**config.mk**
```make
export PLATFORM = sky130hd
export DESIGN_NAME = uart_tx
export DESIGN_NICKNAME = d
export VERILOG_FILES = /design/src/rtl/uart_tx.sv
export SDC_FILE = /design/constraint.sdc
export NUM_CORES = 1
export LEC_CHECK = 0
export CELL_PAD_IN_SITES_DETAIL_PLACEMENT = 1
export CELL_PAD_IN_SITES_GLOBAL_PLACEMENT = 1
export CORE_MARGIN = 1.5
export CORE_UTILIZATION = 41
export DETAILED_ROUTE_END_ITERATION = 16
export GPL_TIMING_DRIVEN = 0
export HOLD_SLACK_MARGIN = 0.02
export PLACE_DENSITY = 0.84
export SLEW_MARGIN = 20
export SYNTH_ARGS = -nofsm -noshare
export SYNTH_HDL_FRONTEND = slang
export SYNTH_SLANG_ARGS = --single-unit
```
**constraint.sdc**
```tcl
create_clock -name CLK -period 3.55 [get_ports CLK]
set_input_delay 0.71 -clock CLK [delete_from_list [all_inputs] [get_ports CLK]]
set_output_delay 0.71 -clock CLK [all_outputs]
set_load 0.05 [all_outputs]
```
**src/rtl/uart_tx.sv**
```systemverilog
// UART transmitter: 8N1 framing with optional even/odd parity and a runtime bit-period prescale.
// Define UART_TX_TWO_STOP_EN to append a second stop bit (STOP2 state) to every frame.
module uart_tx (
    input  logic       CLK,
    input  logic       RST,
    input  logic [7:0] P_DATA,
    input  logic       Data_Valid,
    input  logic       PAR_EN,
    input  logic       PAR_TYP,
    input  logic [5:0] prescale,
    output logic       TX_OUT,
    output logic       busy,
    output logic       done
);

    localparam int unsigned DATA_W  = 8;
    localparam int unsigned PRESC_W = 6;
    localparam int unsigned BIT_W   = 3;
    localparam int unsigned ST_W    = 3;
    localparam int unsigned MIN_P   = 4;

    localparam logic [ST_W-1:0] IDLE   = 3'd0;
    localparam logic [ST_W-1:0] START  = 3'd1;
    localparam logic [ST_W-1:0] DATA   = 3'd2;
    localparam logic [ST_W-1:0] PARITY = 3'd3;
    localparam logic [ST_W-1:0] STOP   = 3'd4;
`ifdef UART_TX_TWO_STOP_EN
    localparam logic [ST_W-1:0] STOP2  = 3'd5;
`endif

    logic [ST_W-1:0]    state;
    logic [ST_W-1:0]    state_nxt;
    logic [PRESC_W-1:0] edge_cnt;
    logic [PRESC_W-1:0] edge_cnt_nxt;
    logic [BIT_W-1:0]   bit_cnt;
    logic [BIT_W-1:0]   bit_cnt_nxt;
    logic               tx_nxt;
    logic               busy_nxt;
    logic               done_nxt;

    logic [DATA_W-1:0]  data_q;
    logic               par_en_q;
    logic               par_typ_q;
    logic [PRESC_W-1:0] presc_q;

    logic [PRESC_W-1:0] last_edge_c;
    logic               bit_end_c;
    logic               parity_c;
    logic               accept_c;

    // Bit-period bookkeeping from the latched configuration; prescales below 4 are clamped to 4.
    always_comb begin
        last_edge_c = (presc_q < PRESC_W'(MIN_P)) ? PRESC_W'(MIN_P - 1) : (presc_q - PRESC_W'(1));
        bit_end_c   = (edge_cnt == last_edge_c);
        parity_c    = (^data_q) ^ par_typ_q;
        accept_c    = (state == IDLE) && Data_Valid;
    end

    // Next-state logic; the registered outputs are decoded from the state being entered.
    always_comb begin
        state_nxt    = state;
        edge_cnt_nxt = bit_end_c ? '0 : (edge_cnt + PRESC_W'(1));
        bit_cnt_nxt  = bit_cnt;
        done_nxt     = 1'b0;
        tx_nxt       = 1'b1;
        busy_nxt     = 1'b0;

        case (state)
            IDLE: begin
                edge_cnt_nxt = '0;
                bit_cnt_nxt  = '0;
                if (Data_Valid) begin
                    state_nxt = START;
                end
            end
            START: begin
                if (bit_end_c) begin
                    state_nxt   = DATA;
                    bit_cnt_nxt = '0;
                end
            end
            DATA: begin
                if (bit_end_c) begin
                    if (bit_cnt == BIT_W'(DATA_W - 1)) begin
                        state_nxt   = par_en_q ? PARITY : STOP;
                        bit_cnt_nxt = '0;
                    end else begin
                        bit_cnt_nxt = bit_cnt + BIT_W'(1);
                    end
                end
            end
            PARITY: begin
                if (bit_end_c) begin
                    state_nxt = STOP;
                end
            end
            STOP: begin
                if (bit_end_c) begin
`ifdef UART_TX_TWO_STOP_EN
                    state_nxt = STOP2;
`else
                    state_nxt = IDLE;
                    done_nxt  = 1'b1;
`endif
                end
            end
`ifdef UART_TX_TWO_STOP_EN
            STOP2: begin
                if (bit_end_c) begin
                    state_nxt = IDLE;
                    done_nxt  = 1'b1;
                end
            end
`endif
            default: begin
                state_nxt    = IDLE;
                edge_cnt_nxt = '0;
                bit_cnt_nxt  = '0;
            end
        endcase

        // Line level and busy for the state being entered.
        case (state_nxt)
            START:   tx_nxt = 1'b0;
            DATA:    tx_nxt = data_q[bit_cnt_nxt];
            PARITY:  tx_nxt = parity_c;
            default: tx_nxt = 1'b1;
        endcase
        busy_nxt = (state_nxt != IDLE);
    end

    // State, counters, registered outputs and the per-frame configuration snapshot.
    always_ff @(posedge CLK) begin
        if (RST) begin
            state     <= IDLE;
            edge_cnt  <= '0;
            bit_cnt   <= '0;
            TX_OUT    <= 1'b1;
            busy      <= 1'b0;
            done      <= 1'b0;
            data_q    <= '0;
            par_en_q  <= 1'b0;
            par_typ_q <= 1'b0;
            presc_q   <= '0;
        end else begin
            state    <= state_nxt;
            edge_cnt <= edge_cnt_nxt;
            bit_cnt  <= bit_cnt_nxt;
            TX_OUT   <= tx_nxt;
            busy     <= busy_nxt;
            done     <= done_nxt;
            if (accept_c) begin
                data_q    <= P_DATA;
                par_en_q  <= PAR_EN;
                par_typ_q <= PAR_TYP;
                presc_q   <= prescale;
            end
        end
    end

endmodule

```
==> impl_metrics.csv, run 1 <==
group,metric,value,unit
sta,hold_viol,0,
synth,ys_warn_count,0,
critical_path,endpoint_kind,"register",
detailed_routing,wl_per_cell,14.5,um
synth,avgSynthCellArea,8.19,um^2
detailed_routing,drtAntennaViolNets,0,
layout,nFillCells,506,
global_route,grt_pass1_vias,1603,
clocking,root_buffer,"clkbuf_8",
outcome,status,"complete, no violations",
placed_design,hpwl,3140,um
floorplan,fp.dieW,68.5,um
critical_path,slowest_stage,"a2111o_1",
synth,synthMuxAreaShare,0.569,%
floorplan,dieArea,4700,um^2
synth,synth-edff-count,0,
sta,drv_slew,0,
placed_design,place_ws,0.645,ns
global_route,grt_pass1_wl,7220,um
clocking,cts_sinks,31,
critical_path,arrival,3.05,ns
sta,slew_headroom,50.0,%
critical_path,cp.required,3.70,ns
global_route,grt_max_degree,11,
pwr,vdd_drop_max,0.000180,V
clocking,path_clk_slew,0.06,ns
sta,rsz0062_at_grt,"false",
clocking,htreeDepth,2,
pwr,power_density,386,nW/um^2
critical_path,reg2reg_setup_slack,0.65,ns
floorplan,rows,23,
sta,finClkSkew,0.00992,ns
min_path,hp-class,"register to register",
synth,synth_top_family_by_area,"simple AND/OR/NAND/NOR gates",
pwr,leakage,0.802,nW
layout,final_cell_mix,"nand2_1 (34), dfxtp_1 (31), nor2_1 (24)",
critical_path,max_stage_delay,0.41,ns
sta,layout_setup_ws,0.645,ns
synth,synth_nets,238,
clocking,cts-buffers-inserted,5,
floorplan,coreArea,4060,um^2
critical_path,crit_path_max_fanout,8,
clocking,cts_tree,"built",
layout,multi_input_area,1060,um^2
synth,async_reset_ff_share,0,%
critical_path,cp-start-kind,"register",
critical_path,path_cells,"clkbuf_1, inv_1, ha_1, or3b_4, and3_1, o32ai_2, nand4b_4, o211a_1, nor2_2, a2111o_1, nand4_1, a41oi_1",
synth,synth-seq-area-share,35.3,%
layout,regArea,621,um^2
detailed_routing,firstDrtPassIters,4,
layout,final_common_cell,"nand2_1",
sta,min_period,2.90,ns
job,drv_cap,0,
layout,antenna_cells,0,
synth,synth_xor_area_share,7.46,%
synth,synth-adder-area-share,2.84,%
layout,drive_gt1_share,9.09,%
clocking,clk_latency,0.28,ns
sta,worst-slew-pin-transition,0.747,ns
clocking,ctsResizeCount,0,
sta,timing.fmax,344,MHz
synth,synth_ff_type,"dfxtp_1",
global_route,overflow,0,
layout,fin_nets,265,
clocking,hold_buffers,0,
sta,fin_tns_setup,0,ns
floorplan,fp.dieH,68.5,um
placed_design,place.gp.congestion,0.762,
synth,syn_area,1760,um^2
global_route,grt_usage,20.9,%
clocking,cts_setup_buffers,0,
placed_design,io_buffers,20,
clocking,ctsLongestPathBuffers,2,
floorplan,num_io_pins,22,
detailed_routing,vias,1605,
detailed_routing,route.detailed.drc,0,
floorplan,start_util,43.4,%
global_route,antenna_found_initial,0,
synth,yosys.area_share.simple,28.8,%
synth,synth_cell_types,50,
detailed_routing,drt_iter0_drc,48,
critical_path,path_class,"register to register",
layout,syn2layout_area_growth,20.3,%
synth,ys_seq_elements,31,
detailed_routing,routed_wl,4230,um
synth,synth_cells,215,
synth,synth_compound_area_share,20.3,%
sta,setup_viol,0,
detailed_routing,via_per_inst,5.50,
sta,fin_crit_sh,81.8,%
-- worst max-delay path: cells and delay by family (launching register included) --
kind / cells / cell delay (ns)
adder cells (fa/ha/maj): 1 / 0.17
flip-flops: 1 / 0.30
AND/OR/NAND/NOR: 5 / 1.02
buffers and inverters: 2 / 0.26
AO/OA/AOI/OAI: 4 / 1.02
-- state kept, by name, summed over array words and instances (netlist names) --
register and cells:
busy 1, state 3, presc_q 6, TX_OUT 1, done 1, par_typ_q 1, data_q 8, par_en_q 1
edge_cnt 6, bit_cnt 3
-- cells in the mapped netlist (all sizes together), types with 2 or more instances --
library cell	count	area share, %
nor4	2	2.4
clkbuf	7	1.6
nand3	9	2.6
o211ai	2	0.85
nand3b	2	0.85
nand4b	3	2.3
buf	4	2.1
inv	5	1.1
o21a	2	0.85
a21boi	3	1.3
nand2b	2	0.71
nand2	34	7.2
and3	6	2.1
dfxtp	31	35
a21oi	22	6.3
xnor2	11	5.5
ha	4	2.8
xor2	4	2.0
nor3	3	0.85
o21ai	6	1.7
nor2	26	5.8
o31ai	2	1.6
nor2b	3	1.1
o211a	3	1.7
-- kinds of logic after synthesis --
kind of cell    count (synthesis)
simple gates                   96
compound gates                 52
flops                          31
buf+inv                        16
xor+xnor                       15
fa+ha+maj                       4
mux                             1
-- power breakdown --
part | internal, mW | switching (mW) | leakage [nW]
clock network | 0.152 | 0.127 | 0.0470
registers | 0.364 | 0.0153 | 0.253
logic | 0.0747 | 0.0838 | 0.501
total | 0.591 | 0.226 | 0.802
-- area by class of cell --
cell class | instances | area share (%)
clock buffer | 6 | 3.90
timing repair buffer | 20 | 9.46
clock inverter | 1 | 0.236
inverter | 5 | 0.887
multi-input combinational | 168 | 50.2
tap | 50 | 2.96
sequential | 31 | 29.3
buffer | 11 | 3.07
-- per-stage QoR --
| stage | power, mW | instances | hold WS, ns | util, % | instance area [um^2] |
|---|---|---|---|---|---|
| 3_5_place_dp | 0.547 | 285 | 0.468 | 50.0 | 2030 |
| 5_1_grt | 0.864 | 292 | 0.493 | 52.2 | 2120 |
| 4_1_cts | 0.826 | 292 | 0.476 | 52.2 | 2120 |
| 2_1_floorplan | 0.496 | 215 | 0.434 | - | 1760 |
| 6_report | 0.817 | 292 | 0.467 | 52.2 | 2120 |
| 3_3_place_gp | 0.539 | 285 | 0.449 | 49.9 | 2020 |
-- worst paths after layout --
kind                           startpoint                     end  cells after the start
setup / recovery  presc_q[0]$_SDFFE_PP0P_       TX_OUT$_SDFF_PP1_                     12
hold / removal     data_q[1]$_SDFFE_PP0P_  data_q[1]$_SDFFE_PP0P_                      2
setup reg to reg  presc_q[0]$_SDFFE_PP0P_       TX_OUT$_SDFF_PP1_                     12
hold reg to reg    data_q[1]$_SDFFE_PP0P_  data_q[1]$_SDFFE_PP0P_                      2
-- routing by layer --
layer	global-route usage [%]	vias up	share of wire [%]
li1	-	805	-
met1	26.0	776	46
met2	35.5	22	50
met3	5.84	2	3.2
met4	5.25	0	0.76
met5	0	-	0
Power figures use the tool's default switching activity.
==> inputs of run 2 (changes only) <==
- CORE_UTILIZATION: 41 -> 37
- PLACE_DENSITY: 0.84 -> 0.8
- clock period: 3.55 -> 2.5 ns (I/O delays scaled with it)
==> run 2 against run 1 <==
Against the previous run:
- the run now ends with negative setup slack left
- global-route usage down 1.3 points
- final cell count up 4.5%
- clock power up 110%
- setup slack worse by 0.75 ns
- register-to-register slack worse by 0.75 ns
- hold slack worse by 0.018 ns
- clock-buffer cell count unchanged
- critical path type unchanged
- largest cell class unchanged
==> impl_metrics.csv, run 2 (synthesis results as in run 1) <==
group,metric,value,unit
critical_path,endpoint_kind,"register",
sta,whs,0.449,ns
layout,antenna_cells,0,
outcome,failed_checks,"negative setup slack",
layout,final_common_cell,"nand2_1",
min_path,hp-class,"input port to register",
clocking,htreeDepth,2,
pwr,leakage,0.880,nW
global_route,grt_usage,19.6,%
placed_design,hpwl,3170,um
pwr,power_density,597,nW/um^2
sta,timing.fmax,383,MHz
sta,worst-slew-pin-transition,0.729,ns
layout,regMostFlops,"data_q",
floorplan,num_io_pins,22,
sta,fin_tns_setup,-0.108,ns
floorplan,start_util,39.3,%
clocking,cts-buffers-inserted,5,
global_route,antenna_found_initial,0,
detailed_routing,routed_wl,4660,um
clocking,clk_latency,0.29,ns
sta,drv_slew,0,
floorplan,fp.dieH,72.0,um
detailed_routing,wl_per_cell,15.3,um
critical_path,path_class,"register to register",
detailed_routing,route.detailed.drc,0,
placed_design,place.gp.congestion,0.807,
global_route,grt_max_degree,11,
clocking,cts_sinks,31,
sta,min_period,2.61,ns
sta,fin_crit_sh,104,%
layout,final_cell_mix,"nand2_1 (34), dfxtp_1 (28), nor2_1 (23)",
sta,setup_viol,1,
pwr,finalPower,1.38,mW
clocking,cts_tree,"built",
critical_path,cp-start-kind,"register",
critical_path,crit_path_max_fanout,7,
placed_design,place_ws,-0.275,ns
layout,syn2layout_area_growth,31.6,%
critical_path,cp.required,2.66,ns
job,drv_cap,0,
layout,largest_register_ffs,8,
placed_design,post_dp_cell_area,2050,um^2
global_route,grt_pass1_vias,1691,
floorplan,coreArea,4470,um^2
detailed_routing,vias,1631,
layout,fin_nets,275,
layout,nFillCells,550,
global_route,grt_pass1_wl,7850,um
critical_path,reg2reg_setup_slack,-0.11,ns
layout,fin_area,2320,um^2
floorplan,rows,24,
detailed_routing,firstDrtPassIters,4,
clocking,path_clk_slew,0.07,ns
placed_design,io_buffers,20,
clocking,root_buffer,"clkbuf_8",
sta,slew_headroom,51.3,%
detailed_routing,drt_iter0_drc,81,
sta,finClkSkew,0.00295,ns
sta,hold_viol,0,
floorplan,dieArea,5180,um^2
sta,layout_setup_ws,-0.108,ns
detailed_routing,drtAntennaViolNets,0,
clocking,hold_buffers,0,
layout,reg_top3,"data_q: 8 flops, edge_cnt: 6 flops, presc_q: 6 flops",
global_route,overflow,0,
floorplan,fp.dieW,72.0,um
critical_path,arrival,2.77,ns
outcome,status,"complete, but fails checks",
pwr,vdd_drop_max,0.000327,V
clocking,ctsLongestPathBuffers,2,
layout,drive_gt1_share,17.8,%
detailed_routing,via_per_inst,5.35,
sta,rsz0062_at_grt,"true",
[run 2: path summary, 6_finish.rpt]
kind | to | startpoint | depth (start not counted)
worst max-delay path | TX_OUT$_SDFF_PP1_ | presc_q[1]$_SDFFE_PP0P_ | 11
worst min-delay path | data_q[1]$_SDFFE_PP0P_ | RST | 2
worst max register to register | TX_OUT$_SDFF_PP1_ | presc_q[1]$_SDFFE_PP0P_ | 11
worst min register to register | data_q[1]$_SDFFE_PP0P_ | data_q[1]$_SDFFE_PP0P_ | 2
[run 2: layout make-up]
cell class | instances | area (um^2) | share of cell area, %
clock inverters | 2 | 60.1 | 2.59
well taps | 52 | 65.1 | 2.81
repair buffers | 31 | 283 | 12.2
inverters | 5 | 21.3 | 0.918
multi-input cells | 168 | 1120 | 48.5
clock buffers | 6 | 72.6 | 3.13
plain buffers | 10 | 61.3 | 2.65
flip-flops and latches | 31 | 629 | 27.2
[run 2: repair_timing]
item                                    CTS  global route
resized for setup                        13             5
endpoints found under the hold margin     0             0
buffers inserted                          7             4
endpoints found under the setup margin    2             4
pin swaps                                 4             5
[run 2: stage by stage]
stage,util [%],cells
2_1_floorplan,-,215
3_3_place_gp,45.7,287
3_5_place_dp,45.8,287
4_1_cts,50.7,301
5_1_grt,51.8,305
6_report,51.8,305
[run 2: layer usage]
layer  track usage (%)  vias up  routed length, um
met5                 0        -                  0
met2              34.1       19               2370
li1                  -      823                  -
met4              5.66        0                 61
met3              5.00        6                113
met1              24.0      783               2110
[run 2: worst max-delay path: stages (launching register included)]
cell and delay, ns:
dfxtp_4 0.36, inv_4 0.06, ha_4 0.13, or3b_4 0.41, nor2_1 0.18, o32ai_4 0.11, nand4b_4 0.26, o31ai_4 0.31
nor2_2 0.09, a2111o_1 0.37, nand4_1 0.11, a41oi_2 0.10
[run 2: where the power goes]
group	switching (mW)	total, mW	leakage (nW)	internal [mW]
sequential	0.0229	0.540	0.255	0.517
clock	0.192	0.590	0.0654	0.398
combinational	0.130	0.253	0.560	0.123
